### config.mk
export PLATFORM = sky130hd
export DESIGN_NAME = ekf_step_scheduler
export DESIGN_NICKNAME = d
export VERILOG_FILES = /design/src/rtl/ekf_params_pkg.sv /design/src/rtl/ekf_mem_port_mux.sv /design/src/rtl/ekf_step_scheduler.sv
export SDC_FILE = /design/constraint.sdc
export NUM_CORES = 1
export LEC_CHECK = 0
export ABC_AREA = 1
export CAP_MARGIN = 20
export CORE_ASPECT_RATIO = 1.25
export CORE_MARGIN = 2
export CORE_UTILIZATION = 40
export CTS_BUF_LIST = sky130_fd_sc_hd__clkbuf_4 sky130_fd_sc_hd__clkbuf_8
export DETAILED_ROUTE_END_ITERATION = 6
export DONT_BUFFER_PORTS = 1
export GPL_ROUTABILITY_DRIVEN = 0
export SETUP_SLACK_MARGIN = 0.15
export SLEW_MARGIN = 15
export SYNTH_ARGS = -nofsm -noshare
export SYNTH_HDL_FRONTEND = slang
export SYNTH_SLANG_ARGS = --single-unit
### constraint.sdc
create_clock -name clk -period 1.9 [get_ports clk]
set_input_delay 0.095 -clock clk [delete_from_list [all_inputs] [get_ports clk]]
set_output_delay 0.095 -clock clk [all_outputs]
set_load 0.03 [all_outputs]
### src/rtl/ekf_params_pkg.sv
// Shared EKF parameters, scheduler state encoding and memory-port select codes.
// Imported by the step scheduler and its memory-port mux.
package ekf_params_pkg;

  localparam int DATA_WIDTH         = 32;
  localparam int TOTAL_MEM_SIZE     = 256;
  localparam int AW                 = $clog2(TOTAL_MEM_SIZE);
  localparam int DEF_TICK_DIV       = 100000;
  localparam int DEF_TIMEOUT_CYCLES = 4096;

  typedef enum logic [2:0] {
    SCHED_IDLE        = 3'd0,
    SCHED_WAIT_TICK   = 3'd1,
    SCHED_RUN_PREDICT = 3'd2,
    SCHED_RUN_UPDATE  = 3'd3,
    SCHED_STEP_DONE   = 3'd4,
    SCHED_ERROR       = 3'd5
  } sched_state_t;

  typedef enum logic [1:0] {
    MEM_SEL_NONE = 2'd0,
    MEM_SEL_A    = 2'd1,
    MEM_SEL_B    = 2'd2
  } mem_sel_t;

endpackage

### src/rtl/ekf_mem_port_mux.sv
// Two-requester combinational state-memory port mux; the idle select parks
// the port with all outputs low so no stray write can occur.
module ekf_mem_port_mux
  import ekf_params_pkg::*;
(
  input  mem_sel_t              sel,
  input  logic [AW-1:0]         a_addr_rd,
  input  logic [AW-1:0]         a_addr_wr,
  input  logic [DATA_WIDTH-1:0] a_data_wr,
  input  logic                  a_we,
  input  logic [AW-1:0]         b_addr_rd,
  input  logic [AW-1:0]         b_addr_wr,
  input  logic [DATA_WIDTH-1:0] b_data_wr,
  input  logic                  b_we,
  output logic [AW-1:0]         mem_addr_rd,
  output logic [AW-1:0]         mem_addr_wr,
  output logic [DATA_WIDTH-1:0] mem_data_wr,
  output logic                  mem_we
);

  // Route the selected requester to the memory port
  always_comb begin
    mem_addr_rd = {AW{1'b0}};
    mem_addr_wr = {AW{1'b0}};
    mem_data_wr = {DATA_WIDTH{1'b0}};
    mem_we      = 1'b0;
    case (sel)
      MEM_SEL_A: begin
        mem_addr_rd = a_addr_rd;
        mem_addr_wr = a_addr_wr;
        mem_data_wr = a_data_wr;
        mem_we      = a_we;
      end
      MEM_SEL_B: begin
        mem_addr_rd = b_addr_rd;
        mem_addr_wr = b_addr_wr;
        mem_data_wr = b_data_wr;
        mem_we      = b_we;
      end
      default: begin
        mem_addr_rd = {AW{1'b0}};
        mem_addr_wr = {AW{1'b0}};
        mem_data_wr = {DATA_WIDTH{1'b0}};
        mem_we      = 1'b0;
      end
    endcase
  end

endmodule

### src/rtl/ekf_step_scheduler.sv
// Sequencer for one EKF step: dt tick generation, predict/update start, stage
// timeout supervision, measurement handshake and state-memory port ownership.
module ekf_step_scheduler
  import ekf_params_pkg::*;
#(
  parameter int TICK_DIV       = DEF_TICK_DIV,
  parameter int TIMEOUT_CYCLES = DEF_TIMEOUT_CYCLES,
  parameter int CNT_W          = 16
) (
  input  logic                  clk,
  input  logic                  rst_n,
  input  logic                  enable,
  input  logic                  meas_valid,
  output logic                  meas_ready,
  output logic                  predict_start,
  input  logic                  predict_done,
  output logic                  update_start,
  input  logic                  update_done,
  input  logic [AW-1:0]         pred_mem_addr_rd,
  input  logic [AW-1:0]         pred_mem_addr_wr,
  input  logic [DATA_WIDTH-1:0] pred_mem_data_wr,
  input  logic                  pred_mem_we,
  input  logic [AW-1:0]         upd_mem_addr_rd,
  input  logic [AW-1:0]         upd_mem_addr_wr,
  input  logic [DATA_WIDTH-1:0] upd_mem_data_wr,
  input  logic                  upd_mem_we,
  output logic [AW-1:0]         mem_addr_rd,
  output logic [AW-1:0]         mem_addr_wr,
  output logic [DATA_WIDTH-1:0] mem_data_wr,
  output logic                  mem_we,
  output logic                  busy,
  output logic                  step_done,
  output logic                  timeout_err,
  output logic [CNT_W-1:0]      step_cnt,
  output logic [CNT_W-1:0]      overrun_cnt
);

  localparam int TW = $clog2(TICK_DIV);
  localparam int OW = $clog2(TIMEOUT_CYCLES + 1);
  localparam logic [TW-1:0] TICK_LAST = TW'(TICK_DIV - 1);
  localparam logic [OW-1:0] TO_LAST   = OW'(TIMEOUT_CYCLES - 1);

  sched_state_t      state_r, next_state_s;
  logic [TW-1:0]     tick_cnt_r;
  logic [OW-1:0]     to_cnt_r;
  logic              tick_s, run_timeout_s, meas_pending_r, pending_next_s;
  logic              predict_start_r, update_start_r, step_done_r, busy_r;
  logic              timeout_err_r, meas_ready_r;
  logic [CNT_W-1:0]  step_cnt_r, overrun_cnt_r;
  mem_sel_t          mem_sel_s;

  assign tick_s        = enable && (tick_cnt_r == TICK_LAST);
  assign run_timeout_s = (to_cnt_r == TO_LAST);

  // Next-state logic; a done pulse takes priority over a coincident timeout
  always_comb begin
    next_state_s = state_r;
    case (state_r)
      SCHED_IDLE: begin
        if (enable) next_state_s = SCHED_WAIT_TICK;
        else        next_state_s = SCHED_IDLE;
      end
      SCHED_WAIT_TICK: begin
        if (!enable)     next_state_s = SCHED_IDLE;
        else if (tick_s) next_state_s = SCHED_RUN_PREDICT;
        else             next_state_s = SCHED_WAIT_TICK;
      end
      SCHED_RUN_PREDICT: begin
        if (predict_done)       next_state_s = meas_pending_r ? SCHED_RUN_UPDATE : SCHED_STEP_DONE;
        else if (run_timeout_s) next_state_s = SCHED_ERROR;
        else                    next_state_s = SCHED_RUN_PREDICT;
      end
      SCHED_RUN_UPDATE: begin
        if (update_done)        next_state_s = SCHED_STEP_DONE;
        else if (run_timeout_s) next_state_s = SCHED_ERROR;
        else                    next_state_s = SCHED_RUN_UPDATE;
      end
      SCHED_STEP_DONE: begin
        if (enable) next_state_s = SCHED_WAIT_TICK;
        else        next_state_s = SCHED_IDLE;
      end
      SCHED_ERROR: begin
        if (!enable) next_state_s = SCHED_IDLE;
        else         next_state_s = SCHED_ERROR;
      end
      default: next_state_s = SCHED_IDLE;
    endcase
  end

  // A measurement is consumed by the update start that uses it
  always_comb begin
    pending_next_s = meas_pending_r;
    if (update_start_r)                    pending_next_s = 1'b0;
    else if (meas_valid && meas_ready_r)   pending_next_s = 1'b1;
    else                                   pending_next_s = meas_pending_r;
  end

  // State, period/timeout counters and handshake state
  always_ff @(posedge clk or negedge rst_n) begin
    if (!rst_n) begin
      state_r        <= SCHED_IDLE;
      tick_cnt_r     <= {TW{1'b0}};
      to_cnt_r       <= {OW{1'b0}};
      meas_pending_r <= 1'b0;
    end else begin
      state_r        <= next_state_s;
      meas_pending_r <= pending_next_s;
      if (!enable || tick_cnt_r == TICK_LAST) tick_cnt_r <= {TW{1'b0}};
      else                                    tick_cnt_r <= tick_cnt_r + TW'(1);
      if ((state_r == SCHED_RUN_PREDICT || state_r == SCHED_RUN_UPDATE) && next_state_s == state_r)
        to_cnt_r <= to_cnt_r + OW'(1);
      else
        to_cnt_r <= {OW{1'b0}};
    end
  end

  // Registered status outputs, derived from the upcoming state
  always_ff @(posedge clk or negedge rst_n) begin
    if (!rst_n) begin
      predict_start_r <= 1'b0;
      update_start_r  <= 1'b0;
      step_done_r     <= 1'b0;
      busy_r          <= 1'b0;
      timeout_err_r   <= 1'b0;
      meas_ready_r    <= 1'b0;
      step_cnt_r      <= {CNT_W{1'b0}};
      overrun_cnt_r   <= {CNT_W{1'b0}};
    end else begin
      predict_start_r <= (next_state_s == SCHED_RUN_PREDICT) && (state_r != SCHED_RUN_PREDICT);
      update_start_r  <= (next_state_s == SCHED_RUN_UPDATE) && (state_r != SCHED_RUN_UPDATE);
      step_done_r     <= (next_state_s == SCHED_STEP_DONE);
      busy_r          <= (next_state_s == SCHED_RUN_PREDICT) || (next_state_s == SCHED_RUN_UPDATE) ||
                         (next_state_s == SCHED_STEP_DONE);
      timeout_err_r   <= (next_state_s == SCHED_ERROR);
      meas_ready_r    <= !pending_next_s;
      if (next_state_s == SCHED_STEP_DONE) step_cnt_r <= step_cnt_r + CNT_W'(1);
      else                                 step_cnt_r <= step_cnt_r;
      if (tick_s && state_r != SCHED_WAIT_TICK && overrun_cnt_r != {CNT_W{1'b1}})
        overrun_cnt_r <= overrun_cnt_r + CNT_W'(1);
      else
        overrun_cnt_r <= overrun_cnt_r;
    end
  end

  // Memory ownership follows the registered state only
  always_comb begin
    mem_sel_s = MEM_SEL_NONE;
    case (state_r)
      SCHED_RUN_PREDICT: mem_sel_s = MEM_SEL_A;
      SCHED_RUN_UPDATE:  mem_sel_s = MEM_SEL_B;
      default:           mem_sel_s = MEM_SEL_NONE;
    endcase
  end

  ekf_mem_port_mux u_mem_mux (
    .sel         (mem_sel_s),
    .a_addr_rd   (pred_mem_addr_rd),
    .a_addr_wr   (pred_mem_addr_wr),
    .a_data_wr   (pred_mem_data_wr),
    .a_we        (pred_mem_we),
    .b_addr_rd   (upd_mem_addr_rd),
    .b_addr_wr   (upd_mem_addr_wr),
    .b_data_wr   (upd_mem_data_wr),
    .b_we        (upd_mem_we),
    .mem_addr_rd (mem_addr_rd),
    .mem_addr_wr (mem_addr_wr),
    .mem_data_wr (mem_data_wr),
    .mem_we      (mem_we)
  );

  assign predict_start = predict_start_r;
  assign update_start  = update_start_r;
  assign step_done     = step_done_r;
  assign busy          = busy_r;
  assign timeout_err   = timeout_err_r;
  assign meas_ready    = meas_ready_r;
  assign step_cnt      = step_cnt_r;
  assign overrun_cnt   = overrun_cnt_r;

endmodule
# After elaboration in Yosys (flattened, before gate mapping)
# Index checks and enable logic that the tools add are counted.
dict set report op_classes {
  n_addsub 4
  n_mul 0
  n_div 0
  order_cmp 0
  eq_ne 18
  n_shift 0
  muxes 19
  bitwise_logic 0
  n_reduce_logical 15
}
# op count
set op_table {}
lappend op_table {{32-bit one-hot mux with 2 select lines} 1}
lappend op_table {{16-bit by 1-bit adder with 16-bit output, second input constant} 2}
lappend op_table {{8-bit one-hot mux with 2 select lines} 2}
lappend op_table {{3-bit 2-to-1 mux} 6}
lappend op_table {{17-bit by 1-bit adder with 17-bit output, second input constant} 1}
lappend op_table {{17-bit == test, second input constant} 1}
lappend op_table {{17-bit 2-to-1 mux} 1}
lappend op_table {{16-bit inequality test, second input constant} 1}
lappend op_table {{3-bit one-hot mux with 5 select lines} 1}
lappend op_table {{13-bit by 1-bit adder with 13-bit output, second input constant} 1}
lappend op_table {{13-bit by 12-bit == test with 1-bit output, second input constant} 1}
lappend op_table {{13-bit 2-to-1 mux} 1}
lappend op_table {{3-bit by 2-bit == test with 1-bit output, second input constant} 4}
lappend op_table {{3-bit == test, second input constant} 4}
lappend op_table {{1-bit logical AND} 7}
lappend op_table {{3-bit by 2-bit inequality test with 1-bit output, second input constant} 2}
lappend op_table {{1-bit logical OR} 4}
lappend op_table {{2-bit 2-to-1 mux} 2}
lappend op_table {{2-bit one-hot mux with 2 select lines} 1}
lappend op_table {{3-bit by 1-bit == test with 1-bit output, second input constant} 1}
lappend op_table {{3-bit == test} 1}
lappend op_table {{3-bit zero test} 1}
lappend op_table {{1-bit 2-to-1 mux} 3}
lappend op_table {{3-bit by 1-bit inequality test with 1-bit output, second input constant} 1}
lappend op_table {{other kinds (5)} 6}
dict set report word_totals {
  register_bits 72
  latchBits 0
  mem_bits_rw 0
  romBits 0
  out_inout_bits 87
  wordCells 68
  mem_count 0
}

# Logic depth before layout (Yosys ltp)
dict set report logic_depth {
  ltp_word 8
  depth_mapped 13
  depth_no_buf 12
}

# By module
# Synthesis repeated with hierarchy kept, for this count alone.
dict set report hier_totals {
  hier_cells 647
  area_unflattened_um2 4687.0
}
# module n_inst cells_each area_per_inst_um2 seq_area_each_um2
set modules_own_cells {}
lappend modules_own_cells {ekf_step_scheduler 1 481 3956.3 1801.7}
lappend modules_own_cells {ekf_mem_port_mux 1 166 730.7 0.0}

# Least setup slack after synthesis
# No wires, ideal clock.
dict set report synth_timing {
  path_kind {reg2reg}
  startpoint {register overrun_cnt_r[0] (netlist: overrun_cnt[0])}
  endpoint {register overrun_cnt_r[12] (netlist: overrun_cnt[12])}
  setup_ns 0.118
  arrival_time_ns 1.803
  slack_ns -0.021
  path_stages_with_launch 12
  synth_period_minus_slack_ns 1.921
  cell_sequence {dfrtp_1 -> ha_1 -> nand3_2 -> nor2_2 -> nand2_1 -> nor2_2 -> nand2_1 -> nand2_2 -> inv_1 -> buf_6 -> nand3b_1 -> nand2_1}
}
dict set report synth_between {
  elab_chain_len 2
  word_cells_on_any_way 3
  cone_classes {add/sub (1); eq/ne (1); reduce/logical (1)}
}
# item line_no
set synth_lines {}
lappend synth_lines {{start, declared} ekf_step_scheduler.sv:49} ;# logic [CNT_W-1:0] step_cnt_r, overrun_cnt_r;
lappend synth_lines {{start signal, assigned} ekf_step_scheduler.sv:127} ;# overrun_cnt_r <= {CNT_W{1'b0}};
lappend synth_lines {{start signal, assigned} ekf_step_scheduler.sv:139} ;# overrun_cnt_r <= overrun_cnt_r + CNT_W'(1);
lappend synth_lines {{start signal, assigned} ekf_step_scheduler.sv:141} ;# overrun_cnt_r <= overrun_cnt_r;
lappend synth_lines {{parallel branches: the longest is 2 deep, another holds 16-bit by 1-bit adder with 16-bit output} --}
# Parallel ways; which one is timed is not known.
# A chain may end at the register's enable or synchronous reset.

# Worst setup path in the final report
dict set report layout_timing {
  startpoint {register state_r[0]}
  endpoint {output port mem_data_wr[15]}
}
dict set report layout_between {
  elab_chain_len 4
  word_cells_on_any_way 6
  cone_classes {eq/ne (4); mux (2)}
}
# item line_no
set layout_lines {}
lappend layout_lines {{start, declared} ekf_step_scheduler.sv:43} ;# sched_state_t state_r, next_state_s;
lappend layout_lines {{start signal, assigned} ekf_step_scheduler.sv:106} ;# state_r <= next_state_s;
lappend layout_lines {{3-bit by 2-bit == test with 1-bit output} ekf_step_scheduler.sv:148} ;# case (state_r)
lappend layout_lines {{2-bit one-hot mux with 2 select lines *} ekf_step_scheduler.sv:148}
lappend layout_lines {{2-bit == test / 2-bit by 1-bit == test with 1-bit output (equally long branches)} ekf_mem_port_mux.sv:27} ;# case (sel)
lappend layout_lines {{32-bit one-hot mux with 2 select lines *} ekf_mem_port_mux.sv:27}
lappend layout_lines {{end, declared} ekf_step_scheduler.sv:29} ;# output logic [DATA_WIDTH-1:0] mem_data_wr,
# Every way passes the cells marked *; elsewhere a longest branch is shown, timed or not.

==> flow_metrics.tcl <==
set metrics [dict create \
    arrival_ns 1.68 \
    fin_skew_ns 0.01069 \
    report.final.slew_viol_count 0 \
    cts_sinks 72 \
    io_pins 191 \
    crit_cells 6 \
    wl_um 13550 \
    cts_made_buffers 9 \
    grt_antenna_before_repair 0 \
    peakVddDrop_v 0.0003695 \
    placement.io_buffers 0 \
    critical_path.max_stage_delay_ns 0.37 \
    area_growth_pct 41.93 \
    grt_max_degree 73 \
    diodes 0 \
    dpl_cell_area_mm2 0.005040 \
    drv_cap 0 \
    seq_power_share_pct 47.9 \
    fin_tns_setup_ns 0 \
    slowest_stage "dfrtp_1" \
    p_leak_uw 0.002837 \
    crit_family "buffers and inverters" \
    clock_latency_ns 0.35 \
    start_kind "flip-flop" \
    grt-ovfl-total 0 \
    rows 42 \
    nets 739 \
    pwr-share-clk_pct 44.4 \
    cp.buffers_inverters 4 \
    yosysUniqueCellTypes 37 \
    min_period_over_period_pct 93.39 \
    cts_tree "yes" \
    cp_max_fo 13 \
    path_cells "inv_2, nor3_4, buf_6, buf_12, a22o_1, buf_6" \
    antenna_left 0 \
    rr_worst_depth 10 \
    num_vias 4146 \
    end_kind "output port" \
    synth.cell_area_mm2 0.004297 \
    wl_per_cell_um 17.65 \
    drc 0 \
    clock_path_buffers 2 \
    root_buffer "clkbuf_8" \
    p_sw_uw 779.7 \
    period_needed_ns 1.774 \
    die_area_mm2 0.01159 \
    pre_cts_slack_ns 0.08518 \
    drt_iter0_markers 172 \
    relSlewSlack_pct 69.35 \
    sw_frac_of_total_pct 23.32 \
    start_util_pct 40.88 \
    syn_avg_cell_area_um2 8.215 \
    hpwl_um 8507 \
    comb_power_share_pct 7.7 \
    p_int_uw 2564 \
    whs_ns -0.5691 \
    fin_ws_ns 0.1256 \
    drtPass1Iterations 4 \
    tightest_slew_ns 0.4597 \
    rsz0062_at_grt "true" \
    htree_num_levels 3 \
    grt_usage_pct 21.01 \
    postLayoutCellArea_mm2 0.006098 \
    yosysWarnings 0 \
    status "finished with violations" \
    dp.cells 719 \
    clkTransAtPathRegs_ns 0.08 \
    max_freq_mhz 563.6 \
    fp.dieH_um 119.9 \
    failed_checks "hold timing" \
    ys_ff_latch 72 \
    grt_pass1_wl_um 19500 \
    critPathRequiredTime_ns 1.80 \
    crit_top_cell "buf_6" \
    hp-class "input port to async pin" \
    ys_seq_area_share_pct 41.93 \
    synth_nets 631 \
    cts_hold_buf 3 \
    first_global_vias 3999 \
    final-setup-viol-count 0 \
    dieWidth_um 96.70 \
    synthCells 523 \
    p_per_area_mw_per_mm2 548.2 \
    vias_per_cell 5.398 \
    final_cells 768 \
    core_area_mm2 0.01051 \
    hold_violations 72 \
    criticalPathCategory "flip-flop to output port" \
    drive_gt1_share_pct 30.66 \
]
==> state kept, by name, summed over array words and instances, names as in the netlist <==
register        count
busy                1
meas_pending_r      1
meas_ready          1
overrun_cnt        16
predict_start       1
state_r             3
step_cnt           16
step_done           1
tick_cnt_r         17
timeout_err         1
to_cnt_r           13
update_start        1
==> through the flow <==
stage               power (uW)  utilization, %
global route              3473           58.02
CTS                       3315           53.02
detailed placement        1808           47.95
floorplan                 1739               -
global placement          1802           47.95
finish                    3343           58.02
==> logic make-up (layout without fill, tap and decap cells) <==
kind of cell,Yosys count,after routing,share of synthesized area [%]
AOI/OAI and AO/OA,70,70,12.58
xor gates and xnor gates,42,42,8.561
adders and majority gates,4,4,1.165
buffers and inverters,62,174,6.464
DFF,72,72,41.93
and+or+nand+nor,273,274,29.30
==> Yosys cell counts (all sizes together) <==
cell / instances / share of area, %
nand2: 126 / 12
dfrtp: 72 / 42
nor2: 65 / 6.1
a22o: 49 / 10
nand3: 47 / 6.5
inv: 44 / 3.9
xor2: 25 / 5.1
nor3: 21 / 2.8
xnor2: 17 / 3.5
a21oi: 10 / 1.2
clkbuf: 9 / 0.79
nand4: 9 / 1.5
o21ai: 9 / 1.1
buf: 8 / 1.7
ha: 4 / 1.2
a31oi: 2 / 0.29
nand3b: 2 / 0.35
clkinv: 1 / 0.087
nor3b: 1 / 0.17
nor4: 1 / 0.15
or2: 1 / 0.15
==> path summary, 6_finish.rpt <==
path / from / to / slack (ns)
min reg2reg: tick_cnt_r[0]$_DFF_PN0_ / tick_cnt_r[0]$_DFF_PN0_ / 0.54
max reg2reg: state_r[0]$_DFF_PN0_ / step_cnt[11]$_DFFE_PN0P_ / 0.19
min in group clk: enable / timeout_err$_DFF_PN0_ / 0.03
min: rst_n / overrun_cnt[6]$_DFFE_PN0P_ / -0.57
max: state_r[0]$_DFF_PN0_ / mem_data_wr[15] / 0.13
max in group asynchronous: rst_n / tick_cnt_r[13]$_DFF_PN0_ / 2.33
==> what timing repair did <==
action                                  4_1_cts  5_1_grt
cloned                                        3        6
hold endpoints to repair                     76       72
endpoints found under the setup margin       88      103
pin swaps                                     3       22
setup buffers                                 7       14
gates resized for setup                      28       84
==> final cells by class <==
cell class / instances / area (um^2)
clock buffer: 14 / 186.4
clock inverter: 2 / 60.06
fill: 917 / 4412
inverter: 45 / 178.9
multi-input combinational: 390 / 2479
sequential: 72 / 1807
tap: 132 / 165.2
timing repair buffer: 113 / 1222
==> cells in the final DEF (no fill, tap or decap), types with 3 or more instances in the layout <==
master           n
a21oi_1          9
a22o_1          44
a22o_4           5
buf_12           5
buf_16           3
buf_4           48
buf_6           51
clkbuf_16        3
clkbuf_8        13
dfrtp_1         68
dfrtp_2          4
dlygate4sd3_1    3
inv_1           37
inv_2            5
nand2_1        115
nand2_2          6
nand2_4          4
nand3_1         39
nand3_2          3
nand3_4          6
nand4_1          8
nor2_1          46
nor2_2          14
nor2_4           5
nor3_1          15
nor3_2           3
nor3_4           3
o21ai_0          6
xnor2_1         17
xor2_1          25
==> power groups by stage <==
stage | logic (uW) | registers, uW | clock network (uW)
2_1_floorplan | 95.9 | 1640 | 0
6_report | 256 | 1600 | 1480
4_1_cts | 201 | 1600 | 1510
3_3_place_gp | 167 | 1640 | 0
3_5_place_dp | 172 | 1640 | 0
5_1_grt | 274 | 1610 | 1590
==> layer usage <==
layer	part of all wire [%]	track usage (%)	vias up	wire (um)
li1	-	-	1963	-
met1	41	27.10	1998	5608
met2	49	34.55	156	6708
met3	6.6	4.892	29	889
met4	2.5	7.746	0	345
met5	0	0	-	0
No activity file was read; power rests on OpenSTA's default activity.
